File: src/rtl/mem_bus_arbiter_pkg.sv
// -----------------------------------------------------------------------------
// mem_bus_arbiter_pkg
// Shared definitions for the fetch/data memory-port arbiter.
//   arb_state_e : arbiter FSM state encoding (also exported on the debug port)
//   SIZE_B/H/W  : downstream transfer size codes (byte, half, word)
// -----------------------------------------------------------------------------
package mem_bus_arbiter_pkg;

  typedef enum logic [2:0] {
    ARB_IDLE   = 3'd0,
    ARB_I_ADDR = 3'd1,
    ARB_I_DATA = 3'd2,
    ARB_D_ADDR = 3'd3,
    ARB_D_DATA = 3'd4
  } arb_state_e;

  localparam logic [1:0] SIZE_B = 2'd0;
  localparam logic [1:0] SIZE_H = 2'd1;
  localparam logic [1:0] SIZE_W = 2'd2;

endpackage

File: src/rtl/mem_bus_arbiter_arb_grant_sel.sv
// -----------------------------------------------------------------------------
// mem_bus_arbiter_arb_grant_sel
// Combinational grant decision for the memory-port arbiter. Data wins unless
// fetch has been passed over STARVE_MAX times in a row while pending; in that
// case fetch is forced. Also produces the next starvation count.
// Ports:
//   inst_req_i        fetch request pending
//   data_req_i        data request pending
//   starve_cnt_i      consecutive data grants while fetch was pending
//   grant_data_o      data is granted this cycle
//   grant_inst_o      fetch is granted this cycle
//   starve_cnt_d_o    starvation count after this decision
// -----------------------------------------------------------------------------
module mem_bus_arbiter_arb_grant_sel #(
  parameter  int STARVE_MAX = 4,
  localparam int CNT_W      = $clog2(STARVE_MAX + 1)
) (
  input  logic             inst_req_i,
  input  logic             data_req_i,
  input  logic [CNT_W-1:0] starve_cnt_i,
  output logic             grant_data_o,
  output logic             grant_inst_o,
  output logic [CNT_W-1:0] starve_cnt_d_o
);

  localparam logic [CNT_W-1:0] STARVE_LIM = CNT_W'(STARVE_MAX);

  logic force_inst;

  always_comb begin
    force_inst     = inst_req_i && (starve_cnt_i == STARVE_LIM);
    grant_data_o   = data_req_i && !force_inst;
    grant_inst_o   = inst_req_i && !grant_data_o;
    starve_cnt_d_o = starve_cnt_i;
    if (grant_data_o) begin
      // Only count grants that actually made fetch wait.
      if (inst_req_i) begin
        if (starve_cnt_i != STARVE_LIM) begin
          starve_cnt_d_o = starve_cnt_i + CNT_W'(1);
        end
      end else begin
        starve_cnt_d_o = '0;
      end
    end else if (grant_inst_o) begin
      starve_cnt_d_o = '0;
    end
  end

endmodule

File: src/rtl/mem_bus_arbiter.sv
// -----------------------------------------------------------------------------
// mem_bus_arbiter
// Shares one SRAM-like memory port between instruction fetch (read-only) and
// the data requester (read/write). One transaction outstanding at a time; data
// has priority with a starvation guard for fetch; an in-flight fetch response
// can be cancelled on a pipeline flush.
//
// Handshake: a requester raises *_req with a stable command and holds it until
// the cycle in which *_addr_ok is 1 (that cycle is the accept). The response
// is a single-cycle *_data_ok pulse with *_rdata valid in the same cycle.
// Downstream uses the same scheme: mem_req with a stable command is held until
// mem_addr_ok; mem_data_ok marks the response. There is no back-pressure on
// responses.
//
// Ports:
//   clk, rst                      clock, synchronous active-high reset
//   inst_req/inst_addr            fetch request and address
//   inst_cancel                   flush: swallow the in-flight fetch response
//   inst_addr_ok/data_ok/rdata    fetch accept, response strobe, data
//   data_req/wr/size/wstrb/addr/wdata  data request and command
//   data_addr_ok/data_ok/rdata    data accept, response strobe, data
//   mem_req/wr/size/wstrb/addr/wdata   downstream request, registered command
//   mem_addr_ok/data_ok/rdata     downstream accept, response, read data
//   dbg_state_o                   current arbiter state
//   dbg_starve_cnt_o              consecutive data grants while fetch waited
//   dbg_cancel_flag_o             pending fetch response will be dropped
// -----------------------------------------------------------------------------
module mem_bus_arbiter
  import mem_bus_arbiter_pkg::*;
#(
  parameter  int ADDR_W     = 32,
  parameter  int DATA_W     = 32,
  parameter  int STARVE_MAX = 4,
  localparam int CNT_W      = $clog2(STARVE_MAX + 1)
) (
  input  logic                clk,
  input  logic                rst,
  // fetch side
  input  logic                inst_req,
  input  logic [ADDR_W-1:0]   inst_addr,
  input  logic                inst_cancel,
  output logic                inst_addr_ok,
  output logic                inst_data_ok,
  output logic [DATA_W-1:0]   inst_rdata,
  // data side
  input  logic                data_req,
  input  logic                data_wr,
  input  logic [1:0]          data_size,
  input  logic [DATA_W/8-1:0] data_wstrb,
  input  logic [ADDR_W-1:0]   data_addr,
  input  logic [DATA_W-1:0]   data_wdata,
  output logic                data_addr_ok,
  output logic                data_data_ok,
  output logic [DATA_W-1:0]   data_rdata,
  // downstream port
  output logic                mem_req,
  output logic                mem_wr,
  output logic [1:0]          mem_size,
  output logic [DATA_W/8-1:0] mem_wstrb,
  output logic [ADDR_W-1:0]   mem_addr,
  output logic [DATA_W-1:0]   mem_wdata,
  input  logic                mem_addr_ok,
  input  logic                mem_data_ok,
  input  logic [DATA_W-1:0]   mem_rdata,
  // debug visibility
  output arb_state_e          dbg_state_o,
  output logic [CNT_W-1:0]    dbg_starve_cnt_o,
  output logic                dbg_cancel_flag_o
);

  arb_state_e          state_q;
  logic [CNT_W-1:0]    starve_cnt_q;
  logic [CNT_W-1:0]    starve_cnt_d;
  logic                cancel_flag_q;
  logic                mem_wr_q;
  logic [1:0]          mem_size_q;
  logic [DATA_W/8-1:0] mem_wstrb_q;
  logic [ADDR_W-1:0]   mem_addr_q;
  logic [DATA_W-1:0]   mem_wdata_q;
  logic                grant_data;
  logic                grant_inst;

  mem_bus_arbiter_arb_grant_sel #(
    .STARVE_MAX (STARVE_MAX)
  ) u_grant_sel (
    .inst_req_i     (inst_req),
    .data_req_i     (data_req),
    .starve_cnt_i   (starve_cnt_q),
    .grant_data_o   (grant_data),
    .grant_inst_o   (grant_inst),
    .starve_cnt_d_o (starve_cnt_d)
  );

  always_ff @(posedge clk) begin
    if (rst) begin
      state_q       <= ARB_IDLE;
      starve_cnt_q  <= '0;
      cancel_flag_q <= 1'b0;
      mem_wr_q      <= 1'b0;
      mem_size_q    <= '0;
      mem_wstrb_q   <= '0;
      mem_addr_q    <= '0;
      mem_wdata_q   <= '0;
    end else begin
      case (state_q)
        ARB_IDLE: begin
          // Grant costs one cycle: the command is captured here and only
          // presented downstream from the *_ADDR state onwards.
          starve_cnt_q <= starve_cnt_d;
          if (grant_data) begin
            mem_wr_q    <= data_wr;
            mem_size_q  <= data_size;
            mem_wstrb_q <= data_wstrb;
            mem_addr_q  <= data_addr;
            mem_wdata_q <= data_wdata;
            state_q     <= ARB_D_ADDR;
          end else if (grant_inst) begin
            mem_wr_q    <= 1'b0;
            mem_size_q  <= SIZE_W;
            mem_wstrb_q <= '0;
            mem_addr_q  <= inst_addr;
            mem_wdata_q <= '0;
            state_q     <= ARB_I_ADDR;
          end
        end
        ARB_I_ADDR: begin
          if (inst_cancel) begin
            cancel_flag_q <= 1'b1;
          end
          if (mem_addr_ok) begin
            state_q <= ARB_I_DATA;
          end
        end
        ARB_I_DATA: begin
          // The response that consumes the cancel also clears it, even if a
          // new cancel arrives in the same cycle.
          if (mem_data_ok) begin
            cancel_flag_q <= 1'b0;
            state_q       <= ARB_IDLE;
          end else if (inst_cancel) begin
            cancel_flag_q <= 1'b1;
          end
        end
        ARB_D_ADDR: begin
          if (mem_addr_ok) begin
            state_q <= ARB_D_DATA;
          end
        end
        ARB_D_DATA: begin
          if (mem_data_ok) begin
            state_q <= ARB_IDLE;
          end
        end
        default: begin
          state_q <= ARB_IDLE;
        end
      endcase
    end
  end

  always_comb begin
    mem_req      = (state_q == ARB_I_ADDR) || (state_q == ARB_D_ADDR);
    mem_wr       = mem_wr_q;
    mem_size     = mem_size_q;
    mem_wstrb    = mem_wstrb_q;
    mem_addr     = mem_addr_q;
    mem_wdata    = mem_wdata_q;
    // Accepts and responses are only forwarded in the owning phase, so stray
    // downstream strobes never reach a requester.
    inst_addr_ok = (state_q == ARB_I_ADDR) && mem_addr_ok;
    data_addr_ok = (state_q == ARB_D_ADDR) && mem_addr_ok;
    inst_data_ok = (state_q == ARB_I_DATA) && mem_data_ok && !(cancel_flag_q || inst_cancel);
    data_data_ok = (state_q == ARB_D_DATA) && mem_data_ok;
    inst_rdata   = mem_rdata;
    data_rdata   = mem_rdata;
  end

  assign dbg_state_o       = state_q;
  assign dbg_starve_cnt_o  = starve_cnt_q;
  assign dbg_cancel_flag_o = cancel_flag_q;

endmodule

File: config.mk
export PLATFORM = sky130hd
export DESIGN_NAME = mem_bus_arbiter
export DESIGN_NICKNAME = d
export VERILOG_FILES = /design/src/rtl/mem_bus_arbiter_pkg.sv /design/src/rtl/mem_bus_arbiter_arb_grant_sel.sv /design/src/rtl/mem_bus_arbiter.sv
export SDC_FILE = /design/constraint.sdc
export NUM_CORES = 1
export LEC_CHECK = 0
export BUFFER_PORTS_ARGS = -buffer_cell sky130_fd_sc_hd__clkbuf_2
export CAP_MARGIN = 30
export CORE_AREA = 2 2 112 114
export DETAILED_ROUTE_END_ITERATION = 16
export DIE_AREA = 0 0 114 116
export PLACE_DENSITY = 0.69
export SYNTH_ARGS = -nofsm -noshare
export SYNTH_HDL_FRONTEND = slang
export SYNTH_HIERARCHICAL = 1
export SYNTH_SLANG_ARGS = --single-unit
File: constraint.sdc
create_clock -name clk -period 2.8 [get_ports clk]
set_input_delay 0 -clock clk [delete_from_list [all_inputs] [get_ports clk]]
set_output_delay 0 -clock clk [all_outputs]
set_load 0.01 [all_outputs]
==> flow_summary.toml <==
[timing]
period_share_pct = 90.5
worst_pin_slew_ns = 0.746
timing.fmax_ghz = 0.394
final.setup.tns_ns = 0
period_minus_slack_ns = 2.54
final-hold-violation-count = 0
slew_headroom_pct = 50.3
maxSlewViolCount = 0
setup_viol = 0
rsz0062_at_grt = "no"
fin_worst_skew_ns = 0.00828

[setup_path]
cp_max_fo = 33
critPathRequiredTime_ns = 2.97
critPathKind = "register to register"
r2r_cells = 7
r2r_start = "dbg_starve_cnt_o[0]"
r2r_end = "mem_addr[2]"
crit_path_start = "dbg_starve_cnt_o[0]"
rrSetupSlack_ns = 0.26
cp-endpoint = "mem_addr[2]"
cp-end-kind = "register"
cp.arrival_ns = 2.71
start_kind = "register"

[synth]
synth.distinct_cells = 41
synth_area_leader_cell = "dfxtp_1"
synth.cell_area_sq_mm = 0.00382
synth.avg_cell_area_sq_um = 9.56
yosys_warnings = 6
synthTopCellsByArea = "dfxtp_1, buf_4, mux2i_1, nor2_1, a22oi_1"
netlist.area_leader.share_pct = 40.8
synth_flop_cell = "dfxtp_1"
synth_edf_count = 0
synth-seq-cells = 78
synth.yosys.seq_area_share_pct = 40.8
syn_nets = 544
synth_cells = 400
async_flop_share_pct = 0

[die]
initial_core_util_pct = 32.1
die_h_microns = 116
fp-row-count = 40
ioPinCount = 289
die_width_microns = 114
die-area_sq_mm = 0.0132
core_sq_mm = 0.0119

[clocking]
cts_made_buffers = 9
clk_latency_ns = 0.32
clk_path_buf_depth = 2
clkTransAtPathRegs_ns = 0.06
cts-root-buf = "clkbuf_16"
cts_resized = 0
cts_tree = "done"
cts_sinks = 78
htree_levels = 3

[placement]
post-dp-hpwl_mm = 7.09
gp_congestion = 0.752
io_buffers = 192
dp_cells = 651

[global_routing]
grt_max_degree = 42
grt_pass1_vias = 3291
grt_pass1_wl_mm = 15.3
grt.total_usage_pct = 14.5
antenna_found_initial = 0
gr-total-overflow = 0

[power_and_ir_drop]
power.density_mw_per_mm2 = 683
p_leak_uw = 0.00245
power_uw = 3500
peakVddDrop_mv = 0.293

[detailed_routing]
route.detailed.drc = 0
drt-pass1-iter-count = 5
ant_nets = 0
via_per_inst = 4.78
dr_total_vias = 3402
wl_mm = 10.2
wl_per_cell_microns = 14.3
first_iter_violations = 156

[hold_path]
worstHoldStart = "mem_rdata[14]"
hold_class = "primary input to output port"

[layout]
area_growth_pct = 34.1
fillerInstances = 1164
mostFrequentLayoutCells = "clkbuf_2, nor2_1, dfxtp_1"
layout-drive-gt1-share_pct = 42.3
n_antenna_cell = 0
final_common_cell = "clkbuf_2"
nNetsFinal = 704
fin_cells = 712
utilization_pct = 43.1

[job]
maxCapViolCount = 0

[outcome]
status = "complete, no violations"
-- timing repair --
item | 4_1_cts | 5_1_grt
hold endpoints to repair | 44 | 0
hold buffers | 45 | 0
setup buffers | 0 | 0
-- state kept, by name, summed over array words and instances (netlist names) --
| register | flops |
|---|---|
| mem_addr | 32 |
| mem_wdata | 32 |
| mem_wstrb | 4 |
| dbg_starve_cnt_o | 3 |
| dbg_state_o | 3 |
| mem_size | 2 |
| dbg_cancel_flag_o | 1 |
| mem_wr | 1 |
-- where the power goes --
group / total, uW / internal (uW) / switching [uW]
logic: 962 / 434 / 528
registers: 1380 / 1270 / 109
clock network: 1160 / 715 / 444
total: 3500 / 2420 / 1080
-- area by class of cell --
type | instances | area, sq um | area share [%]
multi-input cells | 223 | 1590 | 31.0
flip-flops and latches | 78 | 1560 | 30.4
repair buffers | 242 | 1470 | 28.7
clock buffers | 11 | 243 | 4.73
well taps | 147 | 184 | 3.59
clock inverters | 5 | 56.3 | 1.10
inverters | 6 | 22.5 | 0.439
-- cell usage after synthesis, types with 2 or more instances --
cell,number
dfxtp_1,78
nor2_1,78
buf_4,68
a22oi_1,38
mux2i_1,35
a211oi_2,20
a211oi_1,12
clkbuf_1,10
buf_2,8
buf_6,7
inv_1,6
nand2_1,5
a21oi_1,2
a31o_2,2
ha_1,2
nand2b_1,2
nor3_1,2
nor3b_1,2
-- critical path, stage by stage, from the launching register on --
cell	delay (ns)
dfxtp_1	0.39
inv_1	0.09
ha_1	0.25
a31oi_4	0.28
buf_4	0.49
mux2i_1	0.24
dlygate4sd3_1	0.57
a211oi_1	0.06
-- worst min path at each step --
stage,endpoint,slack (ns),cells past startpoint
floorplan,inst_data_ok,0.05,1
global route,inst_rdata[11],0.00003,0
detailed placement,data_rdata[0],0.0001,0
global placement,data_rdata[0],0.0001,0
CTS,data_rdata[0],0.0001,0
finish,inst_rdata[14],0.000005,0
-- through the flow --
stage | hold slack [ns] | area (sq um) | setup slack (ns)
after floorplan | 0.0507 | 3820 | 0.983
after global placement | 0.000106 | 4380 | 0.708
after detailed placement | 0.000106 | 4380 | 0.562
after CTS | 0.000106 | 5130 | 0.278
after global routing | 0.0000337 | 5130 | 0.104
final | 0.00000489 | 5130 | 0.265
-- per-layer routing --
metal  wire length, microns  track usage [%]
met5                      0                0
met4                    404             8.46
met3                    692             4.08
met2                   5240             25.5
met1                   3810             15.6
-- kinds of logic (layout without fill, tap and decap cells) --
kind of cell             Yosys count  after routing  synth area share [%]
adder cells (fa/ha/maj)            2              2                 0.654
multiplexers                      35             35                  9.16
AO/OA/AOI/OAI                     84             84                  19.3
XOR/XNOR                           2              2                 0.458
flip-flops                        78             78                  40.8
AND/OR/NAND/NOR                  100            100                  11.6
buffers and inverters             99            264                  18.0
No activity file was read; power rests on OpenSTA's default activity.
